**src/rtl/product_accumulator.sv**
```systemverilog
// Signed MAC accumulator: sums N_TERMS signed 8-bit products per frame behind valid/ready handshakes.
// Optional build macro PRODUCT_ACC_SAT_EN selects saturating arithmetic; default wraps modulo 2^ACC_W.
module product_accumulator #(
  parameter int ACC_W   = 16,
  parameter int N_TERMS = 8
) (
  input  logic             clk,
  input  logic             rst,
  input  logic             clear,
  input  logic             in_valid,
  output logic             in_ready,
  input  logic [7:0]       product,
  output logic             out_valid,
  input  logic             out_ready,
  output logic [ACC_W-1:0] acc_out,
  output logic             overflow
);

  localparam int CNT_W = (N_TERMS > 2) ? $clog2(N_TERMS) : 1;
  localparam logic [CNT_W-1:0] LAST    = CNT_W'(N_TERMS - 1);
  localparam logic [ACC_W-1:0] ACC_MAX = {1'b0, {(ACC_W-1){1'b1}}};
  localparam logic [ACC_W-1:0] ACC_MIN = {1'b1, {(ACC_W-1){1'b0}}};

  typedef enum logic [1:0] {IDLE, ACCUM, DONE} state_t;

  state_t           state, state_next;
  logic [ACC_W-1:0] acc, acc_next, ext, sum;
  logic [CNT_W-1:0] cnt, cnt_next;
  logic             ovf, ovf_next, add_ovf;

  assign ext     = ACC_W'($signed(product));
  assign sum     = acc + ext;
  // Same-sign operands producing an opposite-sign result is a signed overflow.
  assign add_ovf = (acc[ACC_W-1] == ext[ACC_W-1]) && (sum[ACC_W-1] != acc[ACC_W-1]);

  // Handshake outputs decode only registered state, so no input-to-output paths.
  assign in_ready  = (state == ACCUM);
  assign out_valid = (state == DONE);
  assign acc_out   = acc;
  assign overflow  = ovf;

  always_comb begin
    // NOTE: every signal gets a default before the case so no path leaves it unassigned (no latches).
    state_next = state;
    acc_next   = acc;
    cnt_next   = cnt;
    ovf_next   = ovf;
    unique case (state)
      IDLE: state_next = ACCUM;
      ACCUM: begin
        if (in_valid) begin
`ifdef PRODUCT_ACC_SAT_EN
          acc_next = add_ovf ? (acc[ACC_W-1] ? ACC_MIN : ACC_MAX) : sum;
`else
          acc_next = sum;
`endif
          cnt_next = cnt + 1'b1;
          ovf_next = ovf | add_ovf;
          if (cnt == LAST) state_next = DONE;
        end
      end
      DONE: begin
        if (out_ready) begin
          acc_next   = '0;
          cnt_next   = '0;
          ovf_next   = 1'b0;
          state_next = ACCUM;
        end
      end
      default: state_next = IDLE;
    endcase
    // Abort wins over any handshake in the same cycle; the product is dropped.
    if (clear) begin
      acc_next   = '0;
      cnt_next   = '0;
      ovf_next   = 1'b0;
      state_next = ACCUM;
    end
  end

  // NOTE: sequential state uses non-blocking assignments so all registers update together at the edge.
  always_ff @(posedge clk or posedge rst) begin
    if (rst) begin
      state <= IDLE;
      acc   <= '0;
      cnt   <= '0;
      ovf   <= 1'b0;
    end else begin
      state <= state_next;
      acc   <= acc_next;
      cnt   <= cnt_next;
      ovf   <= ovf_next;
    end
  end

endmodule

```
**config.mk**
```make
export PLATFORM = sky130hd
export DESIGN_NAME = product_accumulator
export DESIGN_NICKNAME = d
export VERILOG_FILES = /design/src/rtl/product_accumulator.sv
export SDC_FILE = /design/constraint.sdc
export NUM_CORES = 1
export LEC_CHECK = 0
export CORE_UTILIZATION = 55
export CTS_BUF_LIST = sky130_fd_sc_hd__clkbuf_8
export DETAILED_ROUTE_END_ITERATION = 10
export DONT_BUFFER_PORTS = 1
export PLACE_DENSITY = 0.8
export SLEW_MARGIN = 0
export SYNTH_ARGS = -nofsm -noshare
export SYNTH_HDL_FRONTEND = slang
export SYNTH_SLANG_ARGS = --single-unit
```
**constraint.sdc**
```tcl
create_clock -name clk -period 2.5 [get_ports clk]
set_clock_uncertainty 0.05 [all_clocks]
set_input_delay 0.375 -clock clk [delete_from_list [all_inputs] [get_ports clk]]
set_output_delay 0.375 -clock clk [all_outputs]
set_load 0.01 [all_outputs]
```
Yosys cells after proc, flatten, opt, wreduce, memory -nomap -nowiden:

Cells that the tools add are included.

* muxes and demuxes: 17
* add/subtract/negate cells: 2
* bitwise operators: 1
* eq/ne operators: 8
* reductions and logical operators: 5

Operator list (count)
* $mux W16: 3
* $pmux W16 S2: 1
* $add A16 B16 Y16: 1
* $mux W3: 3
* $mux W2: 4
* $ne A3 B2 Y1 const B: 2
* $pmux W2 S3: 1
* $pmux W3 S2: 1
* $reduce_and A3 Y1: 2
* $add A3 B1 Y3 const B: 1
* $eq A3 B3 Y1 const B: 1
* $mux W1: 3
* $ne A3 B3 Y1 const B: 1
* $reduce_bool A3 Y1: 1
* $eq A2 B1 Y1 const B: 1
* $eq A2 B2 Y1 const B: 1
* $logic_not A2 Y1: 1
* $pmux W1 S2: 1
* $eq A1 B1 Y1: 1
* $logic_and A1 B1 Y1: 1
* $ne A1 B1 Y1: 1
* $or A1 B1 Y1: 1

* bits of input ports: 13
* word-level logic and storage cells: 37
* flip-flop bits (word level): 22

Depth between registers and ports, before layout:

Gate-level depths: netlist of run 1.

* depth after elaboration: 7
* gate-level depth with buffers: 9

Worst setup path after synthesis of run 1:

OpenSTA, ideal clock, no wires.

* kind: register to register
* start point: register acc[0], in the netlist acc_out[0]
* end point: register acc[14], in the netlist acc_out[14]
* slack: 0.149 ns
* stages on the path, launching flop included: 10
* required time: 2.317 ns
* path buffers: 0
* period minus slack after synthesis: 2.351 ns
* arrival: 2.167 ns
* cell sequence: dfrtp_1 -> ha_1 -> fa_1 -> a21oi_1 -> o221ai_1 -> a211oi_1 -> o21bai_1 -> a21oi_1 -> xor2_1 -> o21ai_0

* longest elaborated chain between the ends: 4

RTL lines
* from (decl): RTL line 27 `logic [ACC_W-1:0] acc, acc_next, ext, sum;`
* from (signal assigned): RTL line 90 `acc <= acc_next;`
* $add A16 B16 Y16: RTL line 32 `assign sum = acc + ext;`
* $mux W16: RTL line 51 `if (in_valid) begin`
* $pmux W16 S2: RTL line 48 `unique case (state)`
* $mux W16: RTL line 73 `if (clear) begin`

Every way passes these cells. The select of a mux whose other input is x is not followed.
A chain may end at the register's enable or synchronous reset.

Final worst setup path of run 1:

* start point: register acc[3], in the netlist acc_out[3]
* end point: register acc[15], in the netlist acc_out[15]

Same word-level chain as after synthesis.

==> impl_results.md, run 1 <==
- Outcome: finished, final reports clean
- Crit path arrival time: 2.53 ns
- Final wirelength: 3.91 mm
- Reg-to-reg critical path endpoint: acc_out[15]$_DFFE_PP0P_
- H-tree Lvls: 1
- Top cells by count, synth: dfrtp_1 (22), nand2_1 (20), o21ai_0 (20)
- Clk root buf: clkbuf_8
- Setup crit start: acc_out[3]$_DFFE_PP0P_
- Max clock buf depth: 2
- Syn Inst Count: 177
- Minimum hold slack: 0.117 ns
- Total Die Area: 3170 sq um
- # rows: 19
- Post-detail-place hpwl: 2.67 mm
- Fin. Hold Viols: 0
- CTS tree: yes
- Post-synth EDFFs: 0
- Ys Warns: 0
- Relative slew margins: 41.3%
- Asr flop ratio synth: 100%
- Post-DP Area: 1680 sq um
- Most used cell along the critical path: o211ai_2
- Synth top area share: 33.9%
- Top_reg_cell synth: dfrtp_1
- Num Clock Sinks: 22
- Syn nets: 208
- RSZ-0062 raised after global routing: true
- Cells along the critical path: ha_2, o211ai_2, o211ai_2, nand3_2, o31ai_4, mux2i_1, a21o_1, a221o_1
- Crit. End Element: flip-flop
- Register bit total from synthesis: 22
- Unique cell type count in the Yosys netlist: 39
- Chip width: 56.3 um
- Routed Antenna Nets: 0
- Clk_lat worst skew: 0.27 ns
- Clock-pin slew on the worst setup and hold paths: 0.09 ns
- Static leakage: 0.000824 uW
- Via/cell ratio: 6.45
- FILL cells: 220
- CP required: 2.61 ns
- DRT iter0 DRCs: 60
- CP max stage delay: 0.45 ns
- TritonCTS buffer count: 3
- Pre-Repair DR Iteration Count: 4
- Crit Path Class: flip-flop to flip-flop
- Period utilization: 96.7%
- Worst reg2reg setup slack: 0.08 ns
- Placed Cells: 208
- Slew Limit Fails: 0
- Min cycle time layout: 2.42 ns
- First-pass GRT wire length: 6.35 mm
- Gpl congestion: 0.869
- Post-route DRC: 0
- Count leader, synth: dfrtp_1
- Worst setup margin: 0.0814 ns
- Share of cells above drive strength 1: 15.9%
- Sequential share of the synthesized area: 33.9%
- Vias in the first global route: 1404
- Final Setup Violations: 0
- Synth area leader: dfrtp_1
- Power density cells: 686 nW/um^2
- Io pins: 32
- Slew of the pin with the lowest slew margin: 0.880 ns
- Finished Cell Area: 1810 sq um
- Total grt overflow: 0
- Setup TNS: 0 ns
- Initial antenna violation count: 0
- Routed len/inst: 18.4 um
- Top cells by area, synth: dfrtp_1 (34%), ha_1 (13%), o21ai_0 (6.2%)
- CP startpoint kind: flip-flop
- Largest net degree at the start of global routing: 23
- Mean post-synth cell area: 9.18 sq um
- Hold crit path type: primary input to async pin
- DP Worst Slack: 0.0138 ns
- Chip height: 56.3 um
- MaxCap Viol Count: 0
- Final cell count without fillers: 213
- CTS Hold Bufs: 0
- Maximum clock frequency: 413 MHz
- Worst r2r src: acc_out[3]$_DFFE_PP0P_
- Diodes inserted: 0
- Port bufs: 0
- CP max-delay cell: dfrtp_1
- Mapped Area: 1620 sq um
- Nets: 214
- GR Util All Layers: 26.0%
- Initial Utilization: 58.4%
- Reg2reg path depth: 8
- VDD IR max: 0.534 mV
- Vias after detailed routing: 1373
- Crit-path max FO: 4
- P&R area growth vs syn: 11.5%
- Core Region: 2780 sq um
-- cells in the final DEF (no fill, tap or decap), types with 4 or more instances in the layout --
| master | netlist | final |
|---|---|---|
| a21o_1 | 5 | 5 |
| nor2_1 | 6 | 6 |
| inv_1 | 7 | 7 |
| xor2_1 | 7 | 7 |
| o21ai_0 | 20 | 20 |
| dfrtp_1 | 22 | 22 |
| a21oi_1 | 14 | 11 |
| nand2_1 | 20 | 20 |
| a22o_1 | 5 | 5 |
| buf_4 | 0 | 5 |
| or3_1 | 4 | 4 |
| ha_1 | 17 | 14 |
| xnor2_1 | 6 | 6 |
| nand2b_1 | 4 | 4 |
-- repair_timing --
| item | 4_1_cts | 5_1_grt |
|---|---|---|
| buffers inserted | 0 | 1 |
| gates resized for setup | 1 | 12 |
| endpoints found under the setup margin | 1 | 4 |
| pin swaps | 0 | 5 |
-- state kept, by name, indices dropped and copies added, names as in the netlist --
signal	count
acc_out	16
cnt	3
overflow	1
state	2
-- layer usage --
metal  up-vias  wire, um  track usage [%]
met4         0        74             9.76
met3         9       180             4.61
met5         -         0                0
met2        39      1950             45.1
met1       672      1710             32.2
li1        653         -                -
-- layout make-up --
type	instances	area (sq um)	area share, %
Clock buffer	3	41.3	2.28
Clock inverter	1	30.0	1.66
Inverter	7	26.3	1.45
Multi-Input combinational cell	144	1090	60.0
Sequential cell	22	551	30.4
Tap cell	31	38.8	2.14
Timing Repair Buffer	5	37.5	2.07
-- worst max-delay path: cells and delay by family (launching register included) --
kind,cells,cell delay (ns)
and+or+nand+nor,1,0.14
AOI/OAI and AO/OA,5,1.12
muxes,1,0.15
DFF,1,0.45
adders and majority gates,1,0.40
-- worst max-delay path by stage --
| stage | end | slack, ns |
|---|---|---|
| after detailed placement | acc_out[14]$_DFFE_PP0P_ | 0.01 |
| final | acc_out[15]$_DFFE_PP0P_ | 0.08 |
| after global placement | acc_out[14]$_DFFE_PP0P_ | 0.11 |
| after CTS | acc_out[14]$_DFFE_PP0P_ | 0.05 |
| after floorplan | acc_out[14]$_DFFE_PP0P_ | 0.15 |
| after global routing | acc_out[15]$_DFFE_PP0P_ | -0.004 |
-- report_power, final --
group          internal [uW]  switching [uW]  leakage [uW]
Combinational            185             244      0.000499
Clock                    214             135     0.0000357
Sequential               398            64.8      0.000290
-- kinds of logic (layout without fill, tap and decap cells) --
family / count (synthesis) / in the layout / share of synthesized area [%]
multiplexers: 2 / 2 / 1.23
buffers and inverters: 11 / 16 / 2.62
AO/OA/AOI/OAI: 62 / 62 / 25.4
AND/OR/NAND/NOR: 49 / 49 / 15.5
XOR/XNOR: 13 / 13 / 7.01
flip-flops: 22 / 22 / 33.9
adder cells (fa/ha/maj): 18 / 18 / 14.3
-- stage by stage --
stage                     power (uW)  utilization, %
after floorplan                  772               -
after global placement           835            60.3
after detailed placement         856            60.3
after CTS                       1210            63.0
after global routing            1310            65.1
final                           1240            65.1
Power figures use the tool's default switching activity.
==> inputs of run 2 (changes only) <==
Settings changed: ABC_AREA set to 1.
==> run 2 against run 1 <==
  * Global-route usage shrank 2.9 points
  * Total power grew 58%
  * Critical path type unchanged
  * Largest power group is now combinational cells
  * Via count grew 9.2%
  * Non-clock buffer count shrank 4
  * The run now ends with design-rule violations left
  * Wire length shrank 11%
  * Highest routed layer unchanged
  * First-iteration DRC count grew 77%
  * Combinational power grew 140%
  * Worst setup slack gained 0.46 ns
  * Hold slack is essentially flat
  * Synthesized area grew 5.9%
  * Clock power shrank 36%
==> impl_results.md, run 2 <==
- First-pass GRT wire length: 5.95 mm (-6.3%)
- Routed Antenna Nets: 0 (unchanged)
- Met1 WL: 1.65 mm (-3.5%)
- Via/cell ratio: 5.54 (-14%)
- Crit Path Class: flip-flop to flip-flop
- Minimum hold slack: 0.117 ns (-0.000446 ns)
- Power density cells: 1110 nW/um^2 (+61%)
- Most frequent cells in the layout: nand2_1 (81), inv_1 (25), dfrtp_1 (22)
- RSZ-0062 raised after global routing: false
- Post-Synth Simple-Gate Area: 31.5% (+16 points)
- Min cycle time layout: 1.96 ns (-0.457 ns)
- Sequential share of the synthesized area: 32.0% (-1.9 points)
- Asr flop ratio synth: 100% (unchanged)
- Initial antenna violation count: 0 (unchanged)
- Slew Limit Fails: 0 (unchanged)
- Synth top area share: 32.0% (-1.9 points)
- Top cells by count, synth: nand2_1 (81), inv_1 (25), dfrtp_1 (22)
- Initial Utilization: 60.3% (+1.9 points)
- DRT iter0 DRCs: 106 (+77%)
- Internal Power: 1000 uW (+26%)
- Crit path arrival time: 2.08 ns (-0.45 ns)
- Adder-cell share of the synthesized area: 13.5% (-0.79 points)
- Core Region: 2850 sq um (+2.6%)
- Slew of the pin with the lowest slew margin: 0.852 ns (-0.0274 ns)
- CP max stage delay: 0.43 ns (-0.02 ns)
- Post-synth EDFFs: 0 (unchanged)
- Switching power: 964 uW (+120%)
- Syn nets: 270 (+30%)
- Maximum clock frequency: 510 MHz (+23%)
- Top cells by area, synth: dfrtp_1 (32%), nand2_1 (18%), ha_1 (12%)
- Post-detail-place hpwl: 2.70 mm (+1.3%)
- Routed len/inst: 12.9 um (-30%)
- Syn Inst Count: 239 (+35%)
- Synth Area in Compound Gates: 13.9% (-12 points)
- Relative slew margins: 43.1% (+1.8 points)
- Post-route DRC: 2 (+2)
- CP max-delay cell: dfrtp_1
- Reg2reg path depth: 9 (+1)
- Total Die Area: 3350 sq um (+5.7%)
- Synth area leader: dfrtp_1
- CP required: 2.62 ns (about the same)
- Vias in the first global route: 1408 (+0.28%)
- CP startpoint kind: flip-flop
- Gpl congestion: 0.876 (+0.86%)
- Period utilization: 78.5% (-18 points)
- Sw frac: 49.0% (+13 points)
- Total grt overflow: 0 (unchanged)
- Mapped Area: 1720 sq um (+5.9%)
- Max layer used: met4
- Pre-Repair DR Iteration Count: 7 (+3)
- Register share of total power: 35.4% (-1.9 points)
- Num Clock Sinks: 22 (unchanged)
- Io pins: 32 (unchanged)
- Cells along the critical path: ha_1, fa_1, nand3_1, nand2_1, nand2_1, nand2_1, or2_2, nand3_1, nand2_1
- Mean post-synth cell area: 7.19 sq um (-22%)
- TritonCTS buffer count: 3 (unchanged)
- Static leakage: 0.00103 uW (+25%)
- Most common cell after layout, fill and taps aside: nand2_1
- Number of flip-flops in the largest register: 16 (unchanged)
- Met3 wire len: 156 um (-13%)
- Clock power frac: 11.3% (-17 points)
- Chip width: 57.9 um (+2.8%)
- CTS tree: yes
- Fin. Hold Viols: 0 (unchanged)
- Hold crit path type: primary input to async pin
- Crit-path max FO: 4 (unchanged)
- Chip height: 57.9 um (+2.8%)
- Vias after detailed routing: 1500 (+9.2%)
- # rows: 19 (unchanged)
- Unique cell type count in the Yosys netlist: 29 (-26%)
- Top_reg_cell synth: dfrtp_1
- Count leader, synth: nand2_1
- Main combinational cell family by area after synthesis: simple AND/OR/NAND/NOR gates
- Failing checks: design-rule violations
- VDD IR max: 0.564 mV (+5.7%)
- Met2 wire length: 1.59 mm (-18%)
- Diodes inserted: 0 (unchanged)
- Largest net degree at the start of global routing: 23 (unchanged)
- XOR/XNOR Fraction of Synth Area: 1.02% (-6.0 points)
- Final Setup Violations: 0 (unchanged)
- Max clock buf depth: 2 (unchanged)
- Register bit total from synthesis: 22 (unchanged)
- Most used cell along the critical path: nand2_1
- Port bufs: 0 (unchanged)
- GR Util All Layers: 23.1% (-2.9 points)
- H-tree Lvls: 1 (unchanged)
- Outcome: finished, violations left
- Logic pwr share: 53.2% (+19 points)
- P&R area growth vs syn: 3.35%
- Clock-pin slew on the worst setup and hold paths: 0.08 ns (about the same)
- Final wirelength: 3.49 mm (-11%)
- Nets: 273 (+28%)
- Mux cell area share after synthesis: 0% (-1.2 points)
- CTS Hold Bufs: 0 (unchanged)
- Share of cells above drive strength 1: 6.67% (-9.3 points)
- Post-CTS Setup Bufs: 0 (unchanged)
- MaxCap Viol Count: 0 (unchanged)
- Clk_lat worst skew: 0.27 ns (about the same)
- Clk root buf: clkbuf_8
- Crit. End Element: flip-flop
- Ys Warns: 0 (unchanged)
- Setup TNS: 0 ns (unchanged)
- Post-CTS sizing: 0 (-1)
run 2: area by class of cell:
type,count,area [sq um]
multi-input combinational,186,1030
fill,278,1080
tap,31,38.8
sequential,22,551
inverter,28,108
clock buffer,3,41.3
timing repair buffer,1,7.51
run 2: worst paths after layout:
path,slack (ns),from,endpoint
min,0.12,rst,acc_out[1]$_DFFE_PP0P_
max,0.54,acc_out[0]$_DFFE_PP0P_,acc_out[8]$_DFFE_PP0P_
max reg2reg,0.54,acc_out[0]$_DFFE_PP0P_,acc_out[8]$_DFFE_PP0P_
min in group clk,0.20,clear,state[0]$_DFFE_PP0P_
min reg2reg,0.47,cnt[0]$_DFFE_PP0P_,cnt[0]$_DFFE_PP0P_
max in group asynchronous,1.75,rst,acc_out[13]$_DFFE_PP0P_
run 2: logic make-up (layout without fill, tap and decap cells):
family | after synthesis | in the layout
AND/OR/NAND/NOR | 125 | 125
AO/OA/AOI/OAI | 41 | 41
XOR/XNOR | 2 | 2
buffers and inverters | 31 | 32
adder cells (fa/ha/maj) | 18 | 18
flip-flops | 22 | 22
run 2: layer usage:
metal | up-vias | track usage, %
met5 | - | 0
met4 | 0 | 12.2
met3 | 8 | 3.35
met2 | 35 | 36.8
met1 | 673 | 30.5
li1 | 784 | -
run 2: critical path, delay by kind of cell (launching register included):
kind | cells | cell delay (ns)
DFF | 1 | 0.43
and+or+nand+nor | 7 | 0.75
adders and majority gates | 2 | 0.64
run 2: stage by stage:
step / utilization (%) / std cells / worst slack, ns / power, uW / area (sq um)
final: 62.3 / 271 / 0.539 / 1970 / 1780
after global routing: 62.3 / 271 / 0.378 / 2180 / 1780
after CTS: 62.3 / 271 / 0.546 / 1980 / 1780
after detailed placement: 60.8 / 268 / 0.558 / 1750 / 1740
after global placement: 60.8 / 268 / 0.596 / 1720 / 1740
after floorplan: - / 239 / 0.675 / 1540 / 1720
run 2: power by group through the flow:
stage          Sequential [uW]  Combinational, uW  Clock (uW)
3_5_place_dp               706               1040           0
6_report                   697               1050         223
4_1_cts                    699               1050         231
5_1_grt                    719               1210         245
2_1_floorplan              667                876           0
3_3_place_gp               702               1020           0
